[src/rtl/and_unit_arbiter_pkg.sv]
// Shared constants and types for the round-robin AND-unit arbiter and its requester blocks.
package and_unit_arbiter_pkg;

  localparam int unsigned NReqDefault  = 4;
  localparam int unsigned WidthDefault = 8;

  typedef enum logic [0:0] {
    StIdle = 1'b0,
    StResp = 1'b1
  } state_e;

endpackage

[src/rtl/and_unit_arbiter_if.sv]
// Request/operand/result bundle between requesters, the arbiter and the result consumer.
interface and_unit_arbiter_if
  import and_unit_arbiter_pkg::*;
#(
  parameter int unsigned N_REQ = NReqDefault,
  parameter int unsigned WIDTH = WidthDefault
);
  localparam int unsigned ID_W = $clog2(N_REQ);

  logic [N_REQ-1:0]       req;
  logic [N_REQ*WIDTH-1:0] op_a;
  logic [N_REQ*WIDTH-1:0] op_b;
  logic [N_REQ-1:0]       gnt;
  logic                   res_valid;
  logic [WIDTH-1:0]       res_data;
  logic [ID_W-1:0]        res_id;
  logic                   res_ready;

  modport slave (
    input  req, op_a, op_b, res_ready,
    output gnt, res_valid, res_data, res_id
  );

  modport master (
    output req, op_a, op_b, res_ready,
    input  gnt, res_valid, res_data, res_id
  );

endinterface

[src/rtl/and_unit_arbiter_rr_priority_picker.sv]
// Combinational round-robin picker: first set request at or above ptr, wrapping past N_REQ-1.
module rr_priority_picker #(
  parameter int unsigned N_REQ = 4,
  parameter int unsigned ID_W  = $clog2(N_REQ)
) (
  input  logic [N_REQ-1:0] req_i,
  input  logic [ID_W-1:0]  ptr_i,
  output logic             any_req_o,
  output logic [ID_W-1:0]  win_idx_o,
  output logic [N_REQ-1:0] win_onehot_o
);

  logic        found;
  int unsigned idx;

  always_comb begin
    any_req_o    = |req_i;
    win_idx_o    = '0;
    win_onehot_o = '0;
    found        = 1'b0;
    idx          = 0;
    for (int unsigned i = 0; i < N_REQ; i++) begin
      idx = int'(ptr_i) + i;
      if (idx >= N_REQ) idx = idx - N_REQ;
      if (!found && req_i[idx]) begin
        found             = 1'b1;
        win_idx_o         = ID_W'(idx);
        win_onehot_o[idx] = 1'b1;
      end
    end
  end

endmodule

[src/rtl/and_unit_arbiter.sv]
// Shares one registered AND unit among N_REQ requesters; result is held until the consumer
// accepts it, after which the round-robin pointer moves past the served requester.
module and_unit_arbiter
  import and_unit_arbiter_pkg::*;
#(
  parameter int unsigned N_REQ = NReqDefault,
  parameter int unsigned WIDTH = WidthDefault
) (
  input logic               clk,
  input logic               rst_n,
  and_unit_arbiter_if.slave bus
);

  localparam int unsigned ID_W = $clog2(N_REQ);

  state_e           state_q, state_d;
  logic [ID_W-1:0]  rr_ptr_q, rr_ptr_d;
  logic [N_REQ-1:0] gnt_q, gnt_d;
  logic             res_valid_q, res_valid_d;
  logic [WIDTH-1:0] res_data_q, res_data_d;
  logic [ID_W-1:0]  res_id_q, res_id_d;

  logic             any_req;
  logic [ID_W-1:0]  win_idx;
  logic [N_REQ-1:0] win_onehot;
  logic [WIDTH-1:0] sel_a, sel_b;

  rr_priority_picker #(
    .N_REQ (N_REQ),
    .ID_W  (ID_W)
  ) u_picker (
    .req_i        (bus.req),
    .ptr_i        (rr_ptr_q),
    .any_req_o    (any_req),
    .win_idx_o    (win_idx),
    .win_onehot_o (win_onehot)
  );

  assign sel_a = bus.op_a[win_idx*WIDTH +: WIDTH];
  assign sel_b = bus.op_b[win_idx*WIDTH +: WIDTH];

  always_comb begin
    state_d     = state_q;
    rr_ptr_d    = rr_ptr_q;
    gnt_d       = '0;  // grant is a single-cycle pulse
    res_valid_d = res_valid_q;
    res_data_d  = res_data_q;
    res_id_d    = res_id_q;
    unique case (state_q)
      StIdle: begin
        if (any_req) begin
          res_data_d  = sel_a & sel_b;
          res_id_d    = win_idx;
          gnt_d       = win_onehot;
          res_valid_d = 1'b1;
          state_d     = StResp;
        end
      end
      StResp: begin
        // requests are ignored here; only the consumer handshake matters
        if (bus.res_ready) begin
          res_valid_d = 1'b0;
          rr_ptr_d    = (res_id_q == ID_W'(N_REQ - 1)) ? '0 : res_id_q + 1'b1;
          state_d     = StIdle;
        end
      end
      default: state_d = StIdle;
    endcase
  end

  always_ff @(posedge clk) begin
    if (!rst_n) begin
      state_q     <= StIdle;
      rr_ptr_q    <= '0;
      gnt_q       <= '0;
      res_valid_q <= 1'b0;
      res_data_q  <= '0;
      res_id_q    <= '0;
    end else begin
      state_q     <= state_d;
      rr_ptr_q    <= rr_ptr_d;
      gnt_q       <= gnt_d;
      res_valid_q <= res_valid_d;
      res_data_q  <= res_data_d;
      res_id_q    <= res_id_d;
    end
  end

  assign bus.gnt       = gnt_q;
  assign bus.res_valid = res_valid_q;
  assign bus.res_data  = res_data_q;
  assign bus.res_id    = res_id_q;

endmodule

[src/flat_wrapper.sv]
// flat-port wrapper written by rule: the top's interface ports become plain ports
module and_unit_arbiter_flat import and_unit_arbiter_pkg::*;
#(
  parameter int unsigned N_REQ = NReqDefault,
  parameter int unsigned WIDTH = WidthDefault
)
  (clk, rst_n, bus_req, bus_op_a, bus_op_b, bus_res_ready, bus_gnt, bus_res_valid, bus_res_data, bus_res_id);
  and_unit_arbiter_if #(.N_REQ(N_REQ), .WIDTH(WIDTH)) bus_i ();
  input logic clk;
  input logic rst_n;
  input wire logic [$bits(bus_i.req)-1:0] bus_req;
  input wire logic [$bits(bus_i.op_a)-1:0] bus_op_a;
  input wire logic [$bits(bus_i.op_b)-1:0] bus_op_b;
  input wire logic [$bits(bus_i.res_ready)-1:0] bus_res_ready;
  output wire logic [$bits(bus_i.gnt)-1:0] bus_gnt;
  output wire logic [$bits(bus_i.res_valid)-1:0] bus_res_valid;
  output wire logic [$bits(bus_i.res_data)-1:0] bus_res_data;
  output wire logic [$bits(bus_i.res_id)-1:0] bus_res_id;
  assign bus_i.req = bus_req;
  assign bus_i.op_a = bus_op_a;
  assign bus_i.op_b = bus_op_b;
  assign bus_i.res_ready = bus_res_ready;
  assign bus_gnt = bus_i.gnt;
  assign bus_res_valid = bus_i.res_valid;
  assign bus_res_data = bus_i.res_data;
  assign bus_res_id = bus_i.res_id;
  and_unit_arbiter #(.N_REQ(N_REQ), .WIDTH(WIDTH)) u_core (.clk(clk), .rst_n(rst_n), .bus(bus_i));
endmodule
[config.mk]
export PLATFORM = sky130hd
export DESIGN_NAME = and_unit_arbiter_flat
export DESIGN_NICKNAME = d
export VERILOG_FILES = /design/src/rtl/and_unit_arbiter_pkg.sv /design/src/rtl/and_unit_arbiter_if.sv /design/src/rtl/and_unit_arbiter_rr_priority_picker.sv /design/src/rtl/and_unit_arbiter.sv /design/src/flat_wrapper.sv
export SDC_FILE = /design/constraint.sdc
export NUM_CORES = 1
export LEC_CHECK = 0
export BUFFER_PORTS_ARGS = -buffer_cell sky130_fd_sc_hd__buf_2
export CORE_MARGIN = 2
export CORE_UTILIZATION = 44
export CTS_CLUSTER_SIZE = 25
export DETAILED_ROUTE_END_ITERATION = 8
export HOLD_SLACK_MARGIN = 0.06
export PLACE_DENSITY = 0.93
export SLEW_MARGIN = 20
export SYNTH_ARGS = -nofsm -noshare
export SYNTH_HDL_FRONTEND = slang
export SYNTH_SLANG_ARGS = --single-unit
[constraint.sdc]
create_clock -name clk -period 3.25 [get_ports clk]
set_input_delay 0.4875 -clock clk [delete_from_list [all_inputs] [get_ports clk]]
set_output_delay 0.4875 -clock clk [all_outputs]
set_load 0.02 [all_outputs]
# Word level (Yosys, flattened, before mapping)
# Index checks and enable logic that the tools add are counted.
[classes]
addsub = 8
n_lt_le_gt_ge = 12
n_eq_ne = 3
shift = 2
muxes = 38
bitwise = 7
n_reduce_logical = 15
[op_table]
columns = ["operator", "count"]
rows = [
  [">= comparator 32 x 1 -> 1 bit, second input constant", 4],
  ["less-than comparator 32 x 3 -> 1 bit, second input constant", 4],
  ["2-to-1 mux 32 bit", 4],
  ["variable part select 32 x 6 -> 8 bit", 2],
  ["2-to-1 mux 4 bit", 4],
  ["2-to-1 mux 1 bit", 15],
  ["bitwise OR 4 bit", 3],
  ["subtractor 3 x 3 -> 4 bit, second input constant", 3],
  ["2-to-1 mux 2 bit", 5],
  [">= comparator 3 bit, second input constant", 3],
  ["bitwise AND 8 bit", 1],
  ["binary-select mux 1 bit (select 2 bit)", 4],
  ["demux 1 bit (select 2 bit)", 4],
  ["logical AND 1 bit", 7],
  ["adder 2 x 2 -> 3 bit, second input constant", 2],
  ["AND reduction 2 bit", 3],
  ["case mux 1 bit (2 select lines)", 2],
  ["OR reduction 4 bit", 1],
  ["subtractor 2 x 3 -> 4 bit, second input constant", 1],
  ["adder 2 x 1 -> 3 bit, second input constant", 1],
  [">= comparator 2 x 3 -> 1 bit, second input constant", 1],
  ["logical NOT 1 bit", 3],
  ["NOT 1 bit", 3],
  ["OR reduction 3 bit", 1],
  ["other kinds (4)", 4],
]
[word_totals]
register_bits = 18
in_bits = 71
output_inout_bits = 15
word_cells = 91

# Logic depth before layout (Yosys ltp)
[logic_depth]
depth_word = 16
depth_mapped = 12
mapped_depth_nobuf = 8

# By module
# Synthesis repeated with hierarchy kept, for this count alone.
[hier_totals]
hier_cells = 173
area_unflattened_um2 = 1431.4
[modules_own_cells]
columns = ["mod", "n_inst", "cells_per_inst", "area_per_inst_um2", "seq_area_each_um2"]
rows = [
  ["and_unit_arbiter", 1, 119, 948.4, 360.3],
  ["rr_priority_picker", 1, 54, 483.0, 0.0],
]

# Worst setup path before layout
# OpenSTA, ideal clock, no wires.
[synth_path]
path_kind = "register -> register"
from = "register u_core.rr_ptr_q[0]"
to = "register u_core.res_data_q[7], in the netlist u_core.bus.res_data[7]"
setup_time_ns = 0.079
t_arrival_ns = 2.658
t_required_ns = 3.171
setup_slack_ns = 0.513
path_stages_with_launch = 12
path_buffers = 3
period_less_slack_ns = 2.737
cell_sequence = "dfxtp_1 -> buf_6 -> inv_1 -> ha_1 -> buf_2 -> mux4_2 -> nor2b_4 -> o21ai_2 -> o21ai_2 -> buf_6 -> mux2_2 -> o221ai_2"
[synth_via]
elab_chain_cells = 16
elab_cells_between_ends = 39
cone_classes = "add/sub: 7; order compare: 4; shift: 2; mux: 19; bitwise: 1; reduce/logical: 6"
[synth_rtl]
columns = ["element", "line", "source"]
rows = [
  ["start: declaration", "and_unit_arbiter.sv:17", "logic [ID_W-1:0] rr_ptr_q, rr_ptr_d;"],
  ["start signal: assignment", "and_unit_arbiter.sv:81", "rr_ptr_q <= rr_ptr_d;"],
  ["branches (longest 13 deep; another with subtractor 3 x 3 -> 4 bit)", "-", ""],
  ["2-to-1 mux 2 bit (*)", "and_unit_arbiter_rr_priority_picker.sv:25", "if (!found && req_i[idx]) begin"],
  ["variable part select 32 x 6 -> 8 bit, on equally long branches", "and_unit_arbiter.sv:39, and_unit_arbiter.sv:40", ""],
  ["bitwise AND 8 bit (*)", "and_unit_arbiter.sv:52", "res_data_d = sel_a & sel_b;"],
  ["end signal: assignment", "and_unit_arbiter.sv:84", "res_data_q <= res_data_d;"],
  ["end: declaration", "and_unit_arbiter.sv:20", "logic [WIDTH-1:0] res_data_q, res_data_d;"],
]
# Mark *: on every way between the ends. The select of a mux whose other input is x is not followed.
# A chain may end at the register's enable or synchronous reset.

# Worst setup path after layout
[layout_path]
from = "register u_core.rr_ptr_q[1]"
to = "register u_core.res_data_q[7], in the netlist u_core.bus.res_data[7]"
# Same word-level chain as after synthesis.

==> metrics <==
Slew HR=0.524; Worst-path clk slew=0.10 ns; Final period util=0.896; Crit path depth=8; Vias/cell=5.58; Reg-to-Reg End=u_core.bus.res_data[7]; Syn Area/Cell=8.38 sq um; # diodes=0; Psw=~0.22 mW; Max Clk Rate=0.343 GHz; # setup viols final=0; Root Driver=clkbuf_4; cts hold-fix bufs=0; RD Place Congestion=approximately 0.8; Synth top area share=0.248; ranking of synthesized cells by area=dfxtp_1, ha_1, nand2_1, a311o_1, a41o_1; Syn Std Cell Area=1450 sq um; Crit path max-delay family=multiplexers; number of nets in the layout=333; CTS Buf Count=3; Clk pwr share=0.180; FF-to-FF path depth=8; register area share after synthesis=0.248; Logic pwr share=0.416; row count=20; Critical Path AT=roughly 3.1 ns; Buffers & Inverters on Critical Path=1; Post-Syn Nets=253; most used cell, CP=o21ai_2; mux share of post-synthesis cell area=0.0897; Worst setup EP type=flip-flop; Fillers=284; Post-Synth Simple-Gate Area=0.243; sw frac=0.355; critical path fanouts, max=17; min Tclk post-route=2.91 ns; P_int=0.401 mW; largest family of logic cells by synthesized area=compound AO/OA/AOI/OAI gates; Ports=86; adder-cell share of the synthesized area=0.0777; status=finished clean; total gr overflow=0; CTS H-tree lvls=1; Initial Utilization=0.467; setup TNS=0 ns; Finished Core Util=0.610; Synth Instances=between 150 and 200; Max clock buf depth=2; Tot GR Track Use=0.208; dpl hpwl=3130 microns; IO buf count=85; Hold WS=0.492 ns; Iter 0 DRT Violations=66; flop-to-flop setup slack=around 0.34 ns; CP endpoint=u_core.bus.res_data[7]; DR DRC count=0; area grow syn2layout=30.6%; count of flip-flops with a built-in enable after synthesis=0; Min-Delay Path Class=in2reg; share of post-route cells with drive strength above 1=0.426; Reg power frac=0.403; DR WL/cell=13.6 microns; leak pwr=0.939 nW; reg-to-reg startpoint=u_core.rr_ptr_q[1]; largest net degree at the start of global routing=23; Pins Over Slew Limit=0; Worst path max stage delay=0.63 ns; xor/xnor share of the synthesized area=0; core box area=3100 sq um; Clk Latency, worst-skew pair=0.30 ns; post-synth cell types=39; CP required=3.47 ns; vias=1647; Hold Fails Final Rpt=0; Syn. warnings=0; maximum VDD drop=0.233 mV; drt pass-1 iters=4; leading area contributor after synthesis=dfxtp_1; CP cell instances=inv_1, ha_1, mux4_2, nor2b_4, o21ai_2, o21ai_2, mux2_2, o221ai_2; Die X=61.4 microns; count leader, synth=nand2_1; Max Cap Viol=0; ys flop type=dfxtp_1; register bit total from synthesis=18; Async SR Flop Fraction=0; Synth Area in Compound Gates=0.281; Power Density=328 nW/um^2; commonest cells in the netlist=nand2_1, dfxtp_1, nor2_1; CP Class=reg2reg; antenna-violating nets left=0; die footprint=3770 sq um; TritonCTS clock tree=built; slowest stage cell, crit path=mux4_2; Critical path origin=u_core.rr_ptr_q[1]; final clock skew=0.00694 ns; Worst Tran Pin Value=0.714 ns; global-route wire length before repair=5910 microns; RSZ-0062 raised after global routing=false; drt total wl=4020 microns; CTS sink cnt=18; Final Power=around 0.62 mW; Die Ht=a little over 60 microns; vias in the first global route=between 1000 and 1500; initial antenna violation count=0; critical path startpoint category=flip-flop
## cells by family (layout without fill, tap and decap cells)
group                      Yosys count  after routing
AOI/OAI and AO/OA                   50             50
adders and majority gates            9              9
and+or+nand+nor                     71             71
muxes                               10             10
buffers and inverters               15             93
DFF                                 18             18
## tightest hold or removal path: cells and delay by family
kind | cells | cell delay [ns]
compound gates | 1 | 0.07
buf+inv | 1 | 0.11
simple gates | 1 | 0.09
## cells in the final DEF (no fill, tap or decap), types with 3 or more instances in the layout
cell and instances:
dfxtp_1 17, ha_1 9, nand2_1 29, a221oi_1 4, nand3_1 4, mux2i_1 4, mux2_2 4, a22oi_1 4
and3_1 6, a41o_1 6, buf_2 85, a311o_1 6, a21boi_0 5, nor2_1 11, nand4_1 6, or2_2 3
nor3_1 3, clkbuf_4 3, a21oi_1 8, o211ai_1 6, inv_1 3
## metrics by stage
step                setup WS [ns]  area (sq um)  std cells
finish                      0.337          1890        295
global placement            0.358          1870        292
global route                0.131          1890        295
floorplan                   0.513          1450        173
detailed placement          0.236          1870        292
CTS                         0.192          1890        295
## registers in the layout, indices dropped and copies added (netlist names)
signal and flops:
u_core.bus.gnt 4, u_core.bus.res_data 8, u_core.bus.res_id 2, u_core.bus.res_valid 1
u_core.rr_ptr_q 2, u_core.state_q 1
## area by class of cell
class,instances,area [sq um],share of cell area
Sequential cell,18,362,0.191
Timing Repair Buffer,87,440,0.232
Multi-Input combinational cell,140,1000,0.530
Inverter,3,11.3,0.00594
Tap cell,44,55.1,0.0291
Clock buffer,3,22.5,0.0119
## power groups by stage
stage	combinational (mW)	sequential, mW	clock (mW)
3_5_place_dp	0.256	0.255	0
3_3_place_gp	0.248	0.255	0
4_1_cts	0.258	0.250	0.113
5_1_grt	0.285	0.253	0.121
6_report	0.259	0.251	0.112
2_1_floorplan	0.155	0.277	0
## how the worst min path moves through the flow
| stage | end | slack, ns | startpoint | cells after the start |
|---|---|---|---|---|
| finish | u_core.rr_ptr_q[1] | 0.49 | bus_res_ready | 3 |
| global route | u_core.rr_ptr_q[1] | 0.49 | bus_res_ready | 3 |
| CTS | u_core.bus.res_data[0] | 0.49 | u_core.bus.res_data[0] | 2 |
| detailed placement | u_core.bus.res_data[0] | 0.47 | u_core.bus.res_data[0] | 2 |
| global placement | u_core.bus.res_valid | 0.46 | u_core.bus.res_valid | 2 |
| floorplan | u_core.state_q | 0.46 | u_core.state_q | 2 |
## layer usage
layer | routed length, microns | share of wire | vias up | track usage
li1 | - | - | 810 | -
met1 | 1670 | 0.42 | 744 | 0.242
met2 | 1960 | 0.49 | 89 | 0.386
met3 | 364 | 0.091 | 4 | 0.0483
met4 | 20 | 0.0050 | 0 | 0.0486
met5 | 0 | 0 | - | 0
## repair_timing
| action | 4_1_cts | 5_1_grt |
|---|---|---|
| buffers inserted | 0 | 0 |
| resized for setup | 0 | 1 |
| endpoints found under the setup margin | 0 | 2 |
Power figures use the tool's default switching activity.
